==> src/rtl/alu_pkg.sv <==
// Shared constants and types for the RV32I ALU issue stage: ALU op codes,
// operand-B mux codes, opcode/funct7 constants and the issue FSM state type.
package alu_pkg;

   typedef enum logic [3:0] {
      OP_ADD  = 4'd0,
      OP_SUB  = 4'd1,
      OP_AND  = 4'd2,
      OP_OR   = 4'd3,
      OP_XOR  = 4'd4,
      OP_SLL  = 4'd5,
      OP_SRL  = 4'd6,
      OP_SRA  = 4'd7,
      OP_SLT  = 4'd8,
      OP_SLTU = 4'd9,
      OP_BEQ  = 4'd10,
      OP_BNE  = 4'd11,
      OP_BLT  = 4'd12,
      OP_BGE  = 4'd13,
      OP_BLTU = 4'd14,
      OP_BGEU = 4'd15
   } alu_op_t;

   typedef enum logic [1:0] {
      MUX_RS2  = 2'd0,
      MUX_IMMI = 2'd1,
      MUX_IMMS = 2'd2
   } irmux_t;

   localparam logic [6:0] OPC_R = 7'b0110011;
   localparam logic [6:0] OPC_I = 7'b0010011;
   localparam logic [6:0] OPC_S = 7'b0100011;
   localparam logic [6:0] OPC_B = 7'b1100011;

   localparam logic [6:0] F7_BASE = 7'b0000000;
   localparam logic [6:0] F7_ALT  = 7'b0100000;

   typedef enum logic [1:0] {
      ST_IDLE = 2'd0,
      ST_EXEC = 2'd1,
      ST_RESP = 2'd2
   } state_t;

endpackage

==> src/rtl/alu_decode.sv <==
// Combinational RV32I decode for the ALU issue stage: maps an instruction
// word to ALU op, operand-B select, register write enable and illegal flag.
module alu_decode
   import alu_pkg::*;
(
   input  logic [31:0] instr,
   output logic [3:0]  alu_op,
   output logic [1:0]  irmux,
   output logic        wb_we,
   output logic        illegal
);

   logic [6:0] opcode;
   logic [2:0] funct3;
   logic [6:0] funct7;
   logic       unused_fields;

   assign opcode = instr[6:0];
   assign funct3 = instr[14:12];
   assign funct7 = instr[31:25];
   assign unused_fields = ^{instr[24:15], instr[11:7]};

   always_comb begin
      alu_op  = OP_ADD;
      irmux   = MUX_RS2;
      wb_we   = 1'b0;
      illegal = 1'b0;
      case (opcode)
         OPC_R: begin
            wb_we = 1'b1;
            if (funct7 == F7_BASE) begin
               case (funct3)
                  3'b000:  alu_op = OP_ADD;
                  3'b001:  alu_op = OP_SLL;
                  3'b010:  alu_op = OP_SLT;
                  3'b011:  alu_op = OP_SLTU;
                  3'b100:  alu_op = OP_XOR;
                  3'b101:  alu_op = OP_SRL;
                  3'b110:  alu_op = OP_OR;
                  default: alu_op = OP_AND;
               endcase
            end else if (funct7 == F7_ALT && funct3 == 3'b000) begin
               alu_op = OP_SUB;
            end else if (funct7 == F7_ALT && funct3 == 3'b101) begin
               alu_op = OP_SRA;
            end else begin
               illegal = 1'b1;
            end
         end
         OPC_I: begin
            irmux = MUX_IMMI;
            wb_we = 1'b1;
            case (funct3)
               3'b000: alu_op = OP_ADD;
               3'b010: alu_op = OP_SLT;
               3'b011: alu_op = OP_SLTU;
               3'b100: alu_op = OP_XOR;
               3'b110: alu_op = OP_OR;
               3'b111: alu_op = OP_AND;
               // shift-immediates reuse funct7 as a real opcode field
               3'b001: begin
                  if (funct7 == F7_BASE) alu_op = OP_SLL;
                  else                   illegal = 1'b1;
               end
               default: begin
                  if (funct7 == F7_BASE)     alu_op = OP_SRL;
                  else if (funct7 == F7_ALT) alu_op = OP_SRA;
                  else                       illegal = 1'b1;
               end
            endcase
         end
         OPC_S: begin
            irmux   = MUX_IMMS;
            alu_op  = OP_ADD;
            illegal = funct3[2] | (funct3 == 3'b011);
         end
         OPC_B: begin
            case (funct3)
               3'b000:  alu_op = OP_BEQ;
               3'b001:  alu_op = OP_BNE;
               3'b100:  alu_op = OP_BLT;
               3'b101:  alu_op = OP_BGE;
               3'b110:  alu_op = OP_BLTU;
               3'b111:  alu_op = OP_BGEU;
               default: illegal = 1'b1;
            endcase
         end
         default: illegal = 1'b1;
      endcase
      if (illegal) begin
         alu_op = OP_ADD;
         irmux  = MUX_RS2;
         wb_we  = 1'b0;
      end
   end

endmodule

==> src/rtl/alu_issue.sv <==
// Single-slot ALU issue stage: accepts one RV32I instruction, drives an external
// ALU for one cycle, and holds the captured result until the consumer takes it.
module alu_issue
   import alu_pkg::*;
#(
   parameter int DATA_W = 32
) (
   input  logic              clk,
   input  logic              rst,
   input  logic              instr_valid,
   output logic              instr_ready,
   input  logic [31:0]       instr,
   input  logic [DATA_W-1:0] rs1_data,
   input  logic [DATA_W-1:0] rs2_data,
   output logic [DATA_W-1:0] alu_a,
   output logic [DATA_W-1:0] alu_rs2,
   output logic [DATA_W-1:0] alu_imms,
   output logic [DATA_W-1:0] alu_immi,
   output logic [1:0]        alu_irmux,
   output logic [3:0]        alu_op,
   input  logic [DATA_W-1:0] alu_result,
   input  logic              alu_bt,
   output logic              wb_valid,
   input  logic              wb_ready,
   output logic              wb_we,
   output logic [4:0]        wb_rd,
   output logic [DATA_W-1:0] wb_data,
   output logic              br_taken,
   output logic              err,
   output logic [1:0]        fsm_state
);

   // Handshakes: a transfer happens on a rising edge where valid && ready; the
   // producer keeps valid and payload steady until then, ready never waits on valid.

   state_t state, state_nx;

   logic [3:0]        dec_op;
   logic [1:0]        dec_irmux;
   logic              dec_we;
   logic              dec_illegal;
   logic              accept;

   logic [DATA_W-1:0] rs1_q, rs2_q, wb_data_q;
   logic [11:0]       imm_hi_q;
   logic [4:0]        rd_q;
   logic [3:0]        op_q;
   logic [1:0]        irmux_q;
   logic              we_q, err_q, br_q;
   logic              in_exec, in_resp;

   alu_decode u_decode (
      .instr   (instr),
      .alu_op  (dec_op),
      .irmux   (dec_irmux),
      .wb_we   (dec_we),
      .illegal (dec_illegal)
   );

   assign accept = instr_valid && instr_ready;

   always_ff @(posedge clk or posedge rst) begin
      if (rst) state <= ST_IDLE;
      else     state <= state_nx;
   end

   always_comb begin
      state_nx = state;
      case (state)
         ST_IDLE: if (accept) state_nx = dec_illegal ? ST_RESP : ST_EXEC;
         ST_EXEC: state_nx = ST_RESP;
         ST_RESP: if (wb_ready) state_nx = ST_IDLE;
         default: state_nx = ST_IDLE;
      endcase
   end

   always_ff @(posedge clk or posedge rst) begin
      if (rst) begin
         rs1_q     <= '0;
         rs2_q     <= '0;
         imm_hi_q  <= '0;
         rd_q      <= '0;
         op_q      <= '0;
         irmux_q   <= '0;
         we_q      <= 1'b0;
         err_q     <= 1'b0;
         br_q      <= 1'b0;
         wb_data_q <= '0;
      end else begin
         if (accept) begin
            rs1_q    <= rs1_data;
            rs2_q    <= rs2_data;
            imm_hi_q <= instr[31:20];
            rd_q     <= instr[11:7];
            op_q     <= dec_op;
            irmux_q  <= dec_irmux;
            we_q     <= dec_we;
            err_q    <= dec_illegal;
            // illegal words skip EXEC, so the response payload is cleared here
            if (dec_illegal) begin
               wb_data_q <= '0;
               br_q      <= 1'b0;
            end
         end
         if (state == ST_EXEC) begin
            wb_data_q <= alu_result;
            br_q      <= alu_bt;
         end
      end
   end

   assign in_exec = (state == ST_EXEC);
   assign in_resp = (state == ST_RESP);

   assign instr_ready = (state == ST_IDLE) && !rst;

   assign alu_a     = in_exec ? rs1_q : '0;
   assign alu_rs2   = in_exec ? rs2_q : '0;
   assign alu_immi  = in_exec ? {{(DATA_W-12){imm_hi_q[11]}}, imm_hi_q} : '0;
   assign alu_imms  = in_exec ? {{(DATA_W-12){imm_hi_q[11]}}, imm_hi_q[11:5], rd_q} : '0;
   assign alu_irmux = in_exec ? irmux_q : 2'd0;
   assign alu_op    = in_exec ? op_q : 4'd0;

   assign wb_valid  = in_resp;
   assign wb_rd     = in_resp ? rd_q : 5'd0;
   assign wb_data   = in_resp ? wb_data_q : '0;
   assign br_taken  = in_resp && br_q;
   assign err       = in_resp && err_q;
   // x0 is hardwired to zero, so a write to it is never requested
   assign wb_we     = in_resp && we_q && !err_q && (rd_q != 5'd0);

   assign fsm_state = state;

endmodule

==> config.mk <==
export PLATFORM = sky130hd
export DESIGN_NAME = alu_issue
export DESIGN_NICKNAME = d
export VERILOG_FILES = /design/src/rtl/alu_pkg.sv /design/src/rtl/alu_decode.sv /design/src/rtl/alu_issue.sv
export SDC_FILE = /design/constraint.sdc
export NUM_CORES = 1
export LEC_CHECK = 0
export ABC_AREA = 1
export ABC_CLOCK_PERIOD_IN_PS = 4760
export CAP_MARGIN = 20
export CORE_MARGIN = 10
export CORE_UTILIZATION = 42
export DETAILED_ROUTE_END_ITERATION = 8
export HOLD_SLACK_MARGIN = 0.02
export PLACE_DENSITY = 0.93
export SYNTH_ARGS = -nofsm -noshare
export SYNTH_HDL_FRONTEND = slang
export SYNTH_HIERARCHICAL = 1
export SYNTH_SLANG_ARGS = --single-unit
==> constraint.sdc <==
create_clock -name clk -period 4.76 [get_ports clk]
set_input_delay 0.476 -clock clk [delete_from_list [all_inputs] [get_ports clk]]
set_output_delay 0.476 -clock clk [all_outputs]
set_load 0.1 [all_outputs]
==> results of run 1 <==
-- layout by cell type, fill, tap and decap left out --
master / n
clkinv_2: 2
nor2_1: 146
nor2_2: 7
dfrtp_1: 124
nand3_1: 21
nor3_1: 3
clkbuf_1: 3
a21oi_2: 1
bufinv_16: 5
nand4_1: 1
a31o_2: 1
inv_2: 2
clkbuf_8: 1
inv_1: 229
clkdlybuf4s50_1: 171
clkbuf_16: 17
inv_4: 1
nand2_1: 219
clkinvlp_4: 3
o21ai_1: 31
o21ai_0: 62
clkinv_4: 1
nand3_2: 2
nor2_4: 1
buf_4: 142
nand3_4: 1
-- worst max path at each step --
stage                             end  depth (start not counted)    startpoint
after floorplan              rs2_q[0]                          6           rst
after global placement       alu_a[6]                          6  fsm_state[1]
after detailed placement  alu_rs2[18]                          7  fsm_state[0]
after CTS                    alu_a[6]                          7  fsm_state[0]
after global routing      alu_rs2[15]                          7  fsm_state[0]
final                     alu_rs2[21]                          7  fsm_state[0]
-- power by group through the flow --
stage / Combinational [mW] / Clock [mW] / Sequential [mW]
final: 1.20 / 1.41 / 1.61
after global routing: 1.35 / 1.48 / 1.64
after CTS: 1.22 / 1.43 / 1.60
after detailed placement: 1.21 / 0 / 1.61
after global placement: 1.17 / 0 / 1.59
after floorplan: 0.877 / 0 / 1.59
-- cells in the mapped netlist (2+ instances only) --
library cell / n / area [µm²]
buf_2: 5 / 25.0
buf_4: 49 / 368
buf_6: 15 / 169
clkbuf_1: 16 / 60.1
dfrtp_1: 124 / 3100
inv_1: 230 / 863
inv_2: 2 / 7.51
nand2_1: 219 / 822
nand3_1: 21 / 105
nand3_2: 3 / 30.0
nor2_1: 147 / 552
nor2_2: 6 / 37.5
nor3_1: 3 / 15.0
o21ai_0: 62 / 310
o21ai_1: 31 / 155
-- state kept, by name, summed over array words and instances, names as in the netlist --
signal,count
imm_hi_q,12
we_q,1
irmux_q,2
br_q,1
rd_q,5
err_q,1
wb_data_q,32
rs1_q,32
rs2_q,32
fsm_state,2
op_q,4
-- critical path: stages, from the launching register on --
cell and delay [ps]:
dfrtp_1 460, inv_2 110, nor2_4 30, buf_4 250, inv_2 720, buf_4 510, nor2_1 90, buf_4 250
-- layout make-up --
| cell class | count | share of cell area |
|---|---|---|
| Multi-Input combinational cell | 496 | 0.213 |
| Inverter | 232 | 0.0897 |
| Clock buffer | 21 | 0.0463 |
| Clock inverter | 11 | 0.0197 |
| Timing Repair Buffer | 313 | 0.285 |
| Sequential cell | 124 | 0.319 |
| Tap cell | 211 | 0.0271 |
-- routing by layer --
metal  up-vias  global-route usage  share of wire
li1       3145                   -              -
met3        24              0.0615          0.082
met5         -                   0              0
met4         0              0.0647          0.018
met1      2853               0.198           0.39
met2       244               0.328           0.52
-- cells by family after synthesis --
family / after synthesis / synth area share
compound gates: 95 / 0.0725
simple gates: 401 / 0.237
buf+inv: 318 / 0.225
flops: 124 / 0.466
==> results.sh, run 1 <==
export IMPL_relSlewSlack=0.266
export IMPL_seqCellArea_um2=3100
export IMPL_grt_usage=0.184
export IMPL_hold_class="reg -> reg"
export IMPL_final_cell_area_um2=9730
export IMPL_syn_nets=1071
export IMPL_setup_viol=0
export IMPL_worstHoldEndpoint="wb_data_q[23]"
export IMPL_drt_first_pass_iters=5
export IMPL_drive_gt1_frac=0.156
export IMPL_p_comb_frac=0.285
export IMPL_dieHeight_um=146
export IMPL_synth_avg_cell_area_um2=7.10
export IMPL_status="completed"
export IMPL_vias=6266
export IMPL_cts_resized=0
export IMPL_first_global_vias=6187
export IMPL_reg2reg_to="rs1_q[31]"
export IMPL_clkLatencyLatePin_ps=410
export IMPL_r2r_start="fsm_state[1]"
export IMPL_avgViaCountPerCell=4.45
export IMPL_reg2reg_depth=4
export IMPL_power_leakage_nw=5.19
export IMPL_cts_buffers=17
export IMPL_hold_path_startpoint="wb_data_q[23]"
export IMPL_grt_max_degree=126
export IMPL_fmax_mhz=297
export IMPL_port_buffers=305
export IMPL_fin_skew_ps=7.41
export IMPL_wire_per_inst_um=14.5
export IMPL_cts_root_buf="clkbuf_16"
export IMPL_path_class="reg -> out"
export IMPL_drv_cap=0
export IMPL_fin_cells=1408
export IMPL_crit_required_ps=4280
export IMPL_p_clk_frac=0.334
export IMPL_io_pins=311
export IMPL_diodes=0
export IMPL_syn2layout_area_growth_pct=46.1
export IMPL_hold_viol=0
export IMPL_die_width_um=146
export IMPL_syn_cell_area_um2=6660
export IMPL_postPlaceCellArea_um2=9090
export IMPL_drc=0
export IMPL_r2r_setup_slack_ps=2800
export IMPL_drtIter0Drc=377
export IMPL_die_area_um2=21300
export IMPL_cts_tree="built"
export IMPL_ys_dominant_reg_cell="dfrtp_1"
export IMPL_post_place_cells=1376
export IMPL_utilization=0.633
export IMPL_placementRows=45
export IMPL_critPathMaxFanout=51
export IMPL_setup_slack_ps=1390
export IMPL_syn_inst=938
export IMPL_intPower_mw=2.74
export IMPL_grt_pass1_wl_um=32100
export IMPL_post_place_ws_ps=1780
export IMPL_peakVddDrop_uv=429
export IMPL_slew_viol_final=0
export IMPL_nNetsFinal=1317
export IMPL_antenna_found_initial=0
export IMPL_multi_input_area_um2=2070
export IMPL_ys_warn_count=6
export IMPL_p_sw_frac=0.351
export IMPL_postRouteAntennaNets=0
export IMPL_worst_slew_pin_slew_ps=1100
export IMPL_synth_enable_flop_cells=0
export IMPL_switchingPower_mw=1.48
export IMPL_layout_min_cycle_time_ps=3370
export IMPL_place_gp_congestion=0.812
export IMPL_setup_tns_ps=0
export IMPL_worst_hold_slack_ps=469
export IMPL_cts_hold_buf=0
export IMPL_clockBufferDepth=2
export IMPL_synth_seq_area_share=0.466
export IMPL_synth_seq_cells=124
export IMPL_htree_levels=4
export IMPL_timing_final_crit_share=0.707
export IMPL_p_seq_frac=0.381
export IMPL_routed_wl_um=20500
export IMPL_postCtsSetupRepairBufs=0
export IMPL_grt_overflow_total=0
export IMPL_total_power_mw=4.22
export IMPL_clock_sinks=124
export IMPL_clk_pin_slew_ps=60
export IMPL_cp_start_kind="register"
export IMPL_end_kind="primary output"
export IMPL_core_area_um2=15400
export IMPL_synth_async_sr_flop_share=1.00
export IMPL_holdPathStages=2
export IMPL_dp_hpwl_um=15500
export IMPL_ys_types=20
export IMPL_start_util=0.433
export IMPL_arrival_ps=2890
export IMPL_rsz0062_at_grt="no"
export IMPL_fillCellCount=1276
export IMPL_p_per_area_nw_per_um2=433
Note: power is estimated with default switching activity, not from simulation.
==> run 2: changes to the inputs <==
--- a/config.mk
+++ b/config.mk
@@ -6,13 +6,13 @@
 export NUM_CORES = 1
 export LEC_CHECK = 0
 export ABC_AREA = 1
-export ABC_CLOCK_PERIOD_IN_PS = 4760
+export ABC_CLOCK_PERIOD_IN_PS = 2840
 export CAP_MARGIN = 20
 export CORE_MARGIN = 10
-export CORE_UTILIZATION = 42
+export CORE_UTILIZATION = 38
 export DETAILED_ROUTE_END_ITERATION = 8
 export HOLD_SLACK_MARGIN = 0.02
-export PLACE_DENSITY = 0.93
+export PLACE_DENSITY = 0.89
 export SYNTH_ARGS = -nofsm -noshare
 export SYNTH_HDL_FRONTEND = slang
 export SYNTH_HIERARCHICAL = 1
==> constraint.sdc (replaced) <==
create_clock -name clk -period 2.84 [get_ports clk]
set_input_delay 0.284 -clock clk [delete_from_list [all_inputs] [get_ports clk]]
set_output_delay 0.284 -clock clk [all_outputs]
set_load 0.1 [all_outputs]
==> results.sh, run 2 (synthesis results as in run 1) <==
export IMPL_cts_tree="built"
export IMPL_port_buffers=305
export IMPL_routed_wl_um=22800
export IMPL_drive_gt1_frac=0.224
export IMPL_timing_final_crit_share=0.865
export IMPL_htree_levels=4
export IMPL_clk_pin_slew_ps=60
export IMPL_p_seq_frac=0.371
export IMPL_top_regs="rs1_q x32, rs2_q x32, wb_data_q x32"
export IMPL_grt_overflow_total=0
export IMPL_postCtsSetupRepairBufs=0
export IMPL_crit_required_ps=2560
export IMPL_path_class="reg -> out"
export IMPL_syn2layout_area_growth_pct=80.3
export IMPL_antenna_found_initial=2
export IMPL_cts_buffers=17
export IMPL_drv_cap=0
export IMPL_drc=0
export IMPL_layout_min_cycle_time_ps=2460
export IMPL_arrival_ps=2170
export IMPL_dp_hpwl_um=17800
export IMPL_nNetsFinal=1319
export IMPL_worst_slew_pin_slew_ps=745
export IMPL_cp_slowest_stage_delay_ps=450
export IMPL_avgViaCountPerCell=4.55
export IMPL_start_util=0.386
export IMPL_peakVddDrop_uv=616
export IMPL_power_leakage_nw=5.77
export IMPL_layout_commonest_cell="inv_1"
export IMPL_setup_tns_ps=0
export IMPL_fmax_mhz=407
export IMPL_grt_max_degree=125
export IMPL_p_per_area_nw_per_um2=609
export IMPL_fin_cells=1427
export IMPL_clkLatencyLatePin_ps=420
export IMPL_post_place_ws_ps=359
export IMPL_dieHeight_um=152
export IMPL_slowest_stage="dfrtp_2"
export IMPL_slew_viol_final=0
export IMPL_path_delay_family="buffers and inverters"
export IMPL_intPower_mw=4.59
export IMPL_switchingPower_mw=2.72
export IMPL_final_cell_mix="inv_1, nand2_1, buf_12"
export IMPL_p_comb_frac=0.317
export IMPL_status="completed"
export IMPL_drt_first_pass_iters=5
export IMPL_hold_viol=0
export IMPL_place_gp_congestion=0.825
export IMPL_critPathMaxFanout=28
export IMPL_utilization=0.697
export IMPL_setup_slack_ps=384
export IMPL_post_place_cells=1392
export IMPL_clock_sinks=124
export IMPL_cp_start_kind="register"
export IMPL_crit_buf_inv=3
export IMPL_cts_hold_buf=0
export IMPL_placementRows=48
export IMPL_rsz0062_at_grt="no"
export IMPL_relSlewSlack=0.503
export IMPL_final_cell_area_um2=12000
export IMPL_core_area_um2=17200
export IMPL_die_area_um2=23200
export IMPL_p_clk_frac=0.312
export IMPL_grt_pass1_wl_um=36000
export IMPL_hold_class="in -> reg"
export IMPL_end_kind="primary output"
export IMPL_clockBufferDepth=2
export IMPL_grt_usage=0.191
export IMPL_p_sw_frac=0.372
export IMPL_cts_root_buf="clkbuf_16"
export IMPL_cts_resized=0
export IMPL_io_pins=311
export IMPL_postRouteAntennaNets=0
export IMPL_postPlaceCellArea_um2=11400
export IMPL_crit_path_cell_trace="inv_2 > nand2_1 > buf_12 > nor2_1 > buf_12"
export IMPL_die_width_um=152
export IMPL_drtIter0Drc=266
export IMPL_cp_common_cell="buf_12"
export IMPL_wire_per_inst_um=16.0
export IMPL_fin_skew_ps=8.60
export IMPL_setup_viol=0
export IMPL_vias=6492
export IMPL_first_global_vias=6804
==> run 2: per-layer routing <==
layer / part of all wire / global-route usage / up-vias
li1: - / - / 3159
met1: 0.36 / 0.196 / 3014
met2: 0.52 / 0.336 / 262
met3: 0.075 / 0.0669 / 57
met4: 0.039 / 0.0977 / 0
met5: 0 / 0 / -
==> run 2: path summary, 6_finish.rpt <==
path	start	endpoint	slack, ps	cells after the start
max in group asynchronous	rst	fsm_state[0]	1650	3
min	alu_result[13]	wb_data_q[13]	400	3
max	fsm_state[0]	wb_data[20]	380	5
min reg2reg	wb_data_q[2]	wb_data_q[2]	470	2
max reg2reg	fsm_state[0]	fsm_state[1]	1280	4
min in group asynchronous	rst	wb_data_q[9]	520	3
==> run 2: layout make-up <==
class | count | area (µm²)
fillers | 1134 | 5220
repair buffers | 315 | 4930
flip-flops and latches | 124 | 3110
multi-input cells | 496 | 2190
inverters | 232 | 876
clock buffers | 18 | 439
well taps | 225 | 282
clock inverters | 14 | 181
diodes | 3 | 7.51
==> run 2: power groups by stage <==
stage          clock, mW  combinational [mW]  sequential (mW)
2_1_floorplan          0                1.56             2.67
6_report            2.28                2.31             2.71
3_5_place_dp           0                2.34             2.73
4_1_cts             2.33                2.35             2.71
5_1_grt             2.41                2.56             2.78
3_3_place_gp           0                2.20             2.67
==> run 2: stage by stage <==
step,total power [mW],hold slack [ps]
global route,7.74,399
global placement,4.88,453
floorplan,4.23,391
detailed placement,5.06,458
CTS,7.38,387
finish,7.31,401
==> run 2: worst min-delay path: stages <==
cell             delay (ps)
clkdlybuf4s50_1         390
nand2_1                  60
nand2_1                  50
